$ cat config.mk
export PLATFORM = sky130hd
export DESIGN_NAME = pkt_egress_tx_flat
export DESIGN_NICKNAME = d
export VERILOG_FILES = /design/src/rtl/pkt_egress_tx_if.sv /design/src/rtl/pkt_egress_tx.sv /design/src/flat_wrapper.sv
export SDC_FILE = /design/constraint.sdc
export NUM_CORES = 1
export LEC_CHECK = 0
export ABC_CLOCK_PERIOD_IN_PS = 7900
export BUFFER_PORTS_ARGS = -buffer_cell sky130_fd_sc_hd__buf_2
export CAP_MARGIN = 30
export CORE_MARGIN = 5
export CORE_UTILIZATION = 25
export DETAILED_ROUTE_END_ITERATION = 10
export PLACE_DENSITY = 0.51
export SYNTH_ARGS = -nofsm -noshare
export SYNTH_HDL_FRONTEND = slang
export SYNTH_SLANG_ARGS = --single-unit
$ cat constraint.sdc
create_clock -name clk -period 7.9 [get_ports clk]
set_input_delay 1.58 -clock clk [delete_from_list [all_inputs] [get_ports clk]]
set_output_delay 1.58 -clock clk [all_outputs]
set_load 0.02 [all_outputs]
$ cat src/rtl/pkt_egress_tx_if.sv
// Scheduler, descriptor/payload read and egress stream signals of the packet egress transmitter.
// Handshake: a tx word transfers on a rising clk edge where tx_valid && tx_ready; once raised, tx_valid and tx_data/tx_last/tx_prior hold until that edge.
interface pkt_egress_tx_if #(
  parameter int DWIDTH      = 32,
  parameter int LEN_WIDTH   = 8,
  parameter int PRIOR_WIDTH = 6
);
  logic                   sche_valid;
  logic [DWIDTH-1:0]      sche_data;
  logic [PRIOR_WIDTH-1:0] sche_prior;
  logic                   sche_deque_en;

  logic                   desc_rd_en;
  logic [DWIDTH-1:0]      desc_rd_addr;
  logic [LEN_WIDTH-1:0]   desc_rd_data;

  logic                   mem_rd_en;
  logic [DWIDTH-1:0]      mem_rd_addr;
  logic [DWIDTH-1:0]      mem_rd_data;

  logic                   tx_valid;
  logic                   tx_ready;
  logic [DWIDTH-1:0]      tx_data;
  logic                   tx_last;
  logic [PRIOR_WIDTH-1:0] tx_prior;

  modport master (
    input  sche_valid, sche_data, sche_prior,
    output sche_deque_en,
    output desc_rd_en, desc_rd_addr,
    input  desc_rd_data,
    output mem_rd_en, mem_rd_addr,
    input  mem_rd_data,
    output tx_valid, tx_data, tx_last, tx_prior,
    input  tx_ready
  );

  modport slave (
    output sche_valid, sche_data, sche_prior,
    input  sche_deque_en,
    input  desc_rd_en, desc_rd_addr,
    output desc_rd_data,
    input  mem_rd_en, mem_rd_addr,
    output mem_rd_data,
    input  tx_valid, tx_data, tx_last, tx_prior,
    output tx_ready
  );
endinterface

$ cat src/rtl/pkt_egress_tx.sv
// Packet egress transmitter: pops a scheduler entry, reads its length descriptor, then
// streams the payload one word per FETCH/LOAD/SEND round on a valid/ready port.
module pkt_egress_tx #(
  parameter int DWIDTH      = 32,
  parameter int LEN_WIDTH   = 8,
  parameter int PRIOR_WIDTH = 6
) (
  input  logic                clk,
  input  logic                rst,
  pkt_egress_tx_if.master     bus,
  output logic [15:0]         pkt_count,
  output logic [15:0]         drop_count,
  output logic [2:0]          state_dbg
);

  typedef enum logic [2:0] {
    IDLE  = 3'd0,
    DESC  = 3'd1,
    DLEN  = 3'd2,
    FETCH = 3'd3,
    LOAD  = 3'd4,
    SEND  = 3'd5
  } state_t;

  state_t                 state;
  logic [DWIDTH-1:0]      base;
  logic [PRIOR_WIDTH-1:0] prio;
  logic [LEN_WIDTH-1:0]   len;
  logic [LEN_WIDTH-1:0]   idx;
  logic [DWIDTH-1:0]      tx_data_q;
  logic                   tx_last_q;
  logic [PRIOR_WIDTH-1:0] tx_prior_q;
  logic [15:0]            pkt_count_q;
  logic [15:0]            drop_count_q;

  always_ff @(posedge clk) begin
    if (!rst) begin
      state        <= IDLE;
      base         <= '0;
      prio         <= '0;
      len          <= '0;
      idx          <= '0;
      tx_data_q    <= '0;
      tx_last_q    <= 1'b0;
      tx_prior_q   <= '0;
      pkt_count_q  <= '0;
      drop_count_q <= '0;
    end else begin
      case (state)
        IDLE: begin
          if (bus.sche_valid) begin
            base  <= bus.sche_data;
            prio  <= bus.sche_prior;
            state <= DESC;
          end
        end
        DESC: state <= DLEN;
        DLEN: begin
          len <= bus.desc_rd_data;
          idx <= '0;
          // Zero-length packets are counted and discarded without touching the stream.
          if (bus.desc_rd_data == '0) begin
            drop_count_q <= drop_count_q + 16'd1;
            state        <= IDLE;
          end else begin
            state <= FETCH;
          end
        end
        FETCH: state <= LOAD;
        LOAD: begin
          tx_data_q  <= bus.mem_rd_data;
          tx_last_q  <= (idx == len - LEN_WIDTH'(1));
          tx_prior_q <= prio;
          state      <= SEND;
        end
        SEND: begin
          if (bus.tx_ready) begin
            if (tx_last_q) begin
              pkt_count_q <= pkt_count_q + 16'd1;
              state       <= IDLE;
            end else begin
              idx   <= idx + LEN_WIDTH'(1);
              state <= FETCH;
            end
          end
        end
        default: state <= IDLE;
      endcase
    end
  end

  // Every output is forced low while reset is held, including the cycle reset first asserts.
  assign bus.sche_deque_en = rst && (state == IDLE) && bus.sche_valid;
  assign bus.desc_rd_en    = rst && (state == DESC);
  assign bus.desc_rd_addr  = bus.desc_rd_en ? base : '0;
  assign bus.mem_rd_en     = rst && (state == FETCH);
  assign bus.mem_rd_addr   = bus.mem_rd_en ? (base + DWIDTH'(idx)) : '0;
  assign bus.tx_valid      = rst && (state == SEND);
  assign bus.tx_data       = rst ? tx_data_q : '0;
  assign bus.tx_last       = rst && tx_last_q;
  assign bus.tx_prior      = rst ? tx_prior_q : '0;
  assign pkt_count         = rst ? pkt_count_q : '0;
  assign drop_count        = rst ? drop_count_q : '0;
  assign state_dbg         = rst ? state : IDLE;

endmodule

$ cat src/flat_wrapper.sv
// flat-port wrapper written by rule: the top's interface ports become plain ports
module pkt_egress_tx_flat 
#(
  parameter int DWIDTH      = 32,
  parameter int LEN_WIDTH   = 8,
  parameter int PRIOR_WIDTH = 6
)
  (clk, rst, pkt_count, drop_count, state_dbg, bus_sche_valid, bus_sche_data, bus_sche_prior, bus_sche_deque_en, bus_desc_rd_en, bus_desc_rd_addr, bus_desc_rd_data, bus_mem_rd_en, bus_mem_rd_addr, bus_mem_rd_data, bus_tx_valid, bus_tx_data, bus_tx_last, bus_tx_prior, bus_tx_ready);
  pkt_egress_tx_if #(.DWIDTH(DWIDTH), .LEN_WIDTH(LEN_WIDTH), .PRIOR_WIDTH(PRIOR_WIDTH)) bus_i ();
  input  logic clk;
  input  logic rst;
  output logic [15:0] pkt_count;
  output logic [15:0] drop_count;
  output logic [2:0] state_dbg;
  input wire logic [$bits(bus_i.sche_valid)-1:0] bus_sche_valid;
  input wire logic [$bits(bus_i.sche_data)-1:0] bus_sche_data;
  input wire logic [$bits(bus_i.sche_prior)-1:0] bus_sche_prior;
  output wire logic [$bits(bus_i.sche_deque_en)-1:0] bus_sche_deque_en;
  output wire logic [$bits(bus_i.desc_rd_en)-1:0] bus_desc_rd_en;
  output wire logic [$bits(bus_i.desc_rd_addr)-1:0] bus_desc_rd_addr;
  input wire logic [$bits(bus_i.desc_rd_data)-1:0] bus_desc_rd_data;
  output wire logic [$bits(bus_i.mem_rd_en)-1:0] bus_mem_rd_en;
  output wire logic [$bits(bus_i.mem_rd_addr)-1:0] bus_mem_rd_addr;
  input wire logic [$bits(bus_i.mem_rd_data)-1:0] bus_mem_rd_data;
  output wire logic [$bits(bus_i.tx_valid)-1:0] bus_tx_valid;
  output wire logic [$bits(bus_i.tx_data)-1:0] bus_tx_data;
  output wire logic [$bits(bus_i.tx_last)-1:0] bus_tx_last;
  output wire logic [$bits(bus_i.tx_prior)-1:0] bus_tx_prior;
  input wire logic [$bits(bus_i.tx_ready)-1:0] bus_tx_ready;
  assign bus_i.sche_valid = bus_sche_valid;
  assign bus_i.sche_data = bus_sche_data;
  assign bus_i.sche_prior = bus_sche_prior;
  assign bus_sche_deque_en = bus_i.sche_deque_en;
  assign bus_desc_rd_en = bus_i.desc_rd_en;
  assign bus_desc_rd_addr = bus_i.desc_rd_addr;
  assign bus_i.desc_rd_data = bus_desc_rd_data;
  assign bus_mem_rd_en = bus_i.mem_rd_en;
  assign bus_mem_rd_addr = bus_i.mem_rd_addr;
  assign bus_i.mem_rd_data = bus_mem_rd_data;
  assign bus_tx_valid = bus_i.tx_valid;
  assign bus_tx_data = bus_i.tx_data;
  assign bus_tx_last = bus_i.tx_last;
  assign bus_tx_prior = bus_i.tx_prior;
  assign bus_i.tx_ready = bus_tx_ready;
  pkt_egress_tx #(.DWIDTH(DWIDTH), .LEN_WIDTH(LEN_WIDTH), .PRIOR_WIDTH(PRIOR_WIDTH)) u_core (.clk(clk), .rst(rst), .bus(bus_i), .pkt_count(pkt_count), .drop_count(drop_count), .state_dbg(state_dbg));
endmodule
==> flow_metrics.py <==
metrics = {
    "clock_tree": {
        "cts_tree": "done",
        "post_cts_buffers": 0,
        "htree_levels": 4,
        "cts_max_path_buffers": 2,
        "cts-root-buf": "clkbuf_16",
        "cts.sinks": 128,
        "cts_buffers": 17,
        "clock_latency_ps": 410,
        "ctsResizeCount": 0,
        "cts_hold_buf": 0,
        "clkSlewWorstSetupHoldPaths_ps": 60,
    },
    "synth": {
        "synth_top_family_by_area": "simple AND/OR/NAND/NOR gates",
        "synthXorXnorAreaFrac_pct": 5.53,
        "synth_compound_area_share_pct": 16.3,
        "synth_fp_nets": 1035,
        "async_flop_share_pct": 0,
        "netlist_instances": 940,
        "yosys-top-cells-count": "nand2_1 (175), dfxtp_1 (128), and2_1 (91)",
        "synthFlopType": "dfxtp_1",
        "syn_area_mm2": 0.00726,
        "yosys-top-cells-area": "dfxtp_1 (35%), nand2_1 (9.0%), and2_1 (7.8%)",
        "yosysMostFrequentCell": "nand2_1",
        "synthAdderAreaFrac_pct": 2.34,
        "synth_top_cell_by_area": "dfxtp_1",
        "synth-edff-count": 0,
        "synth_top_area_share_pct": 35.3,
        "synthDistinctLibCells": 72,
        "muxShareOfSynthArea_pct": 1.14,
        "ys_seq_area_share_pct": 35.3,
        "synth_warnings": 0,
        "synth-simple-area-share_pct": 33.1,
        "avgSynthCellArea_um2": 7.72,
        "synth-seq-cells": 128,
    },
    "worst_setup_path": {
        "crit_family": "simple AND/OR/NAND/NOR gates",
        "ff2ff_path_depth": 5,
        "worstSetupPathType": "primary input to output port",
        "cpPeakStageDelay_ps": 530,
        "cp_cell_sequence": "buf_4 -> nand2_2 -> nor2_1 -> nand2_1 -> inv_2 -> nand2_1 -> o21ai_1 -> buf_2",
        "path_buf_inv": 3,
        "worstPathArrival_ps": 3600,
        "crit_top_cell": "nand2_1",
        "reg2reg_setup_slack_ps": 5350,
        "r2r_end": "u_core.drop_count_q[13]$_SDFFE_PN0P_",
        "worstPathRequired_ps": 6320,
        "worst-path-max-fanout": 26,
        "cp-end-kind": "output port",
        "cp_slowest_cell": "nand2_1",
        "start_kind": "primary input",
        "worst_r2r_startpoint": "u_core.state[1]$_SDFFE_PN0P_",
    },
    "run": {
        "maxCapViolations": 0,
    },
    "power_and_ir_drop": {
        "power.density_mw_per_mm2": 189,
        "power_leakage_nw": 4.39,
        "ir_drop_mv": 0.116,
    },
    "place": {
        "gp_congestion": 0.820,
        "dp.final_hpwl_um": 16400,
        "preCtsSetupSlack_ps": 2750,
        "portBuffers": 223,
    },
    "floorplanning": {
        "core.rowCount": 62,
        "dieArea_mm2": 0.0325,
        "start_util_pct": 25.3,
        "chipHeight_um": 180,
        "ioPinCount": 224,
        "coreArea_mm2": 0.0287,
        "die_w_um": 180,
    },
    "worst_hold_path": {
        "min_from": "u_core.prio[4]$_SDFFE_PN0P_",
        "hp-class": "register to register",
        "whs_path_depth": 2,
        "holdPathEnd": "u_core.prio[4]$_SDFFE_PN0P_",
    },
    "sta": {
        "fin_crit_sh_pct": 65.6,
        "fin_tns_setup_ps": 0,
        "finClkSkew_ps": 9.05,
        "max_freq_mhz": 193,
        "slew_viol_final": 0,
        "finalCriticalPeriod_ps": 5180,
        "rsz0062_at_grt": "no",
        "whs_ps": 453,
        "hold_violations": 0,
        "worst_slack_ps": 2720,
        "tightest_slew_ps": 892,
        "slew_headroom_pct": 40.4,
        "setup_violations": 0,
    },
    "finish": {
        "area_growth_pct": 27.8,
        "fillCellCount": 3193,
        "seq_area_mm2": 0.00256,
        "drive_gt1_share_pct": 25.3,
        "final_nets": 1231,
        "multi_input_area_mm2": 0.00424,
    },
    "global_routing": {
        "grt_pass1_wl_um": 36100,
        "grt_max_degree": 78,
        "grt_pass1_vias": 6706,
        "antenna_found_initial": 8,
        "grt_usage_pct": 13.4,
        "gr-total-overflow": 0,
    },
    "routing": {
        "routed.top_layer": "met5",
        "via_count": 6979,
        "wl_met2_um": 9880,
        "routed_via_density": 4.54,
        "firstDrtPassIters": 5,
        "m1WireLength_um": 10600,
        "totalWireLength_um": 22300,
        "wl_per_cell_um": 14.5,
        "routed-wl-met3_um": 1670,
        "drc": 0,
        "antenna_left": 0,
        "drt_iter0_markers": 330,
    },
    "status": {
        "status": "finished, final reports clean",
    },
}
[placed cells by master (no fill, tap or decap), types with 9 or more instances in the layout]
cell type / count
nand2_1: 175
buf_2: 222
xnor2_1: 25
nand4_1: 18
nor4_1: 10
or3_1: 10
inv_1: 55
nand3_1: 24
clkbuf_16: 17
nor3_1: 15
dfxtp_1: 128
o21ai_0: 15
and2_1: 91
a21oi_1: 62
a21boi_1: 26
a21boi_0: 28
buf_4: 9
xor2_1: 19
ha_1: 12
nor2_1: 58
[worst max path at each step]
stage | startpoint | end | slack (ps) | cells past startpoint
finish | rst | bus_mem_rd_addr[24] | 2720 | 8
global route | rst | bus_mem_rd_addr[24] | 2500 | 8
CTS | rst | bus_mem_rd_addr[24] | 2770 | 8
detailed placement | rst | bus_mem_rd_addr[24] | 2750 | 8
global placement | rst | bus_mem_rd_addr[16] | 2780 | 8
floorplan | rst | bus_mem_rd_addr[10] | 3500 | 8
[stage by stage]
step	std cells	power, mW	util (%)	cell area, um^2
floorplan	940	0.879	-	7260
global placement	1501	0.961	30.2	8670
detailed placement	1501	0.963	30.2	8670
CTS	1533	1.79	32.3	9270
global route	1537	1.84	32.3	9280
finish	1537	1.75	32.3	9280
[cells by family after synthesis]
family	after synthesis
AO/OA/AOI/OAI	173
XOR/XNOR	45
adder cells (fa/ha/maj)	13
buffers and inverters	110
flip-flops	128
multiplexers	8
AND/OR/NAND/NOR	463
[power breakdown]
| group | switching (mW) | internal [mW] | leakage, nW | total, mW |
|---|---|---|---|---|
| logic | 0.136 | 0.0840 | 3.08 | 0.220 |
| registers | 0.0454 | 0.680 | 1.04 | 0.725 |
| clock network | 0.308 | 0.497 | 0.276 | 0.805 |
| total | 0.489 | 1.26 | 4.39 | 1.75 |
[cell type report]
type                    count  share of cell area (%)
well taps                 384                    5.18
clock buffers              19                    4.67
repair buffers            231                    12.7
clock inverters            13                    1.77
multi-input cells         702                    45.7
inverters                  56                    2.27
flip-flops and latches    128                    27.6
diodes                      4                   0.108
[routing by layer]
layer,GRT usage [%],vias to the layer above
li1,-,3565
met1,17.7,3185
met2,21.3,202
met3,4.48,19
met4,2.69,8
met5,0,-
[worst reg2reg max path: cells and delay by family, from the launching register on]
kind / cells / cell delay [ps]
flops: 1 / 800
mux: 1 / 320
simple gates: 4 / 1330
[sequential cells by signal, summed over array words and instances, names as in the netlist]
name	cells
u_core.tx_data_q	32
u_core.tx_prior_q	6
u_core.prio	6
u_core.pkt_count_q	16
u_core.state	3
u_core.len	8
u_core.tx_last_q	1
u_core.drop_count_q	16
u_core.idx	8
u_core.base	32
No activity file was read; power rests on OpenSTA's default activity.
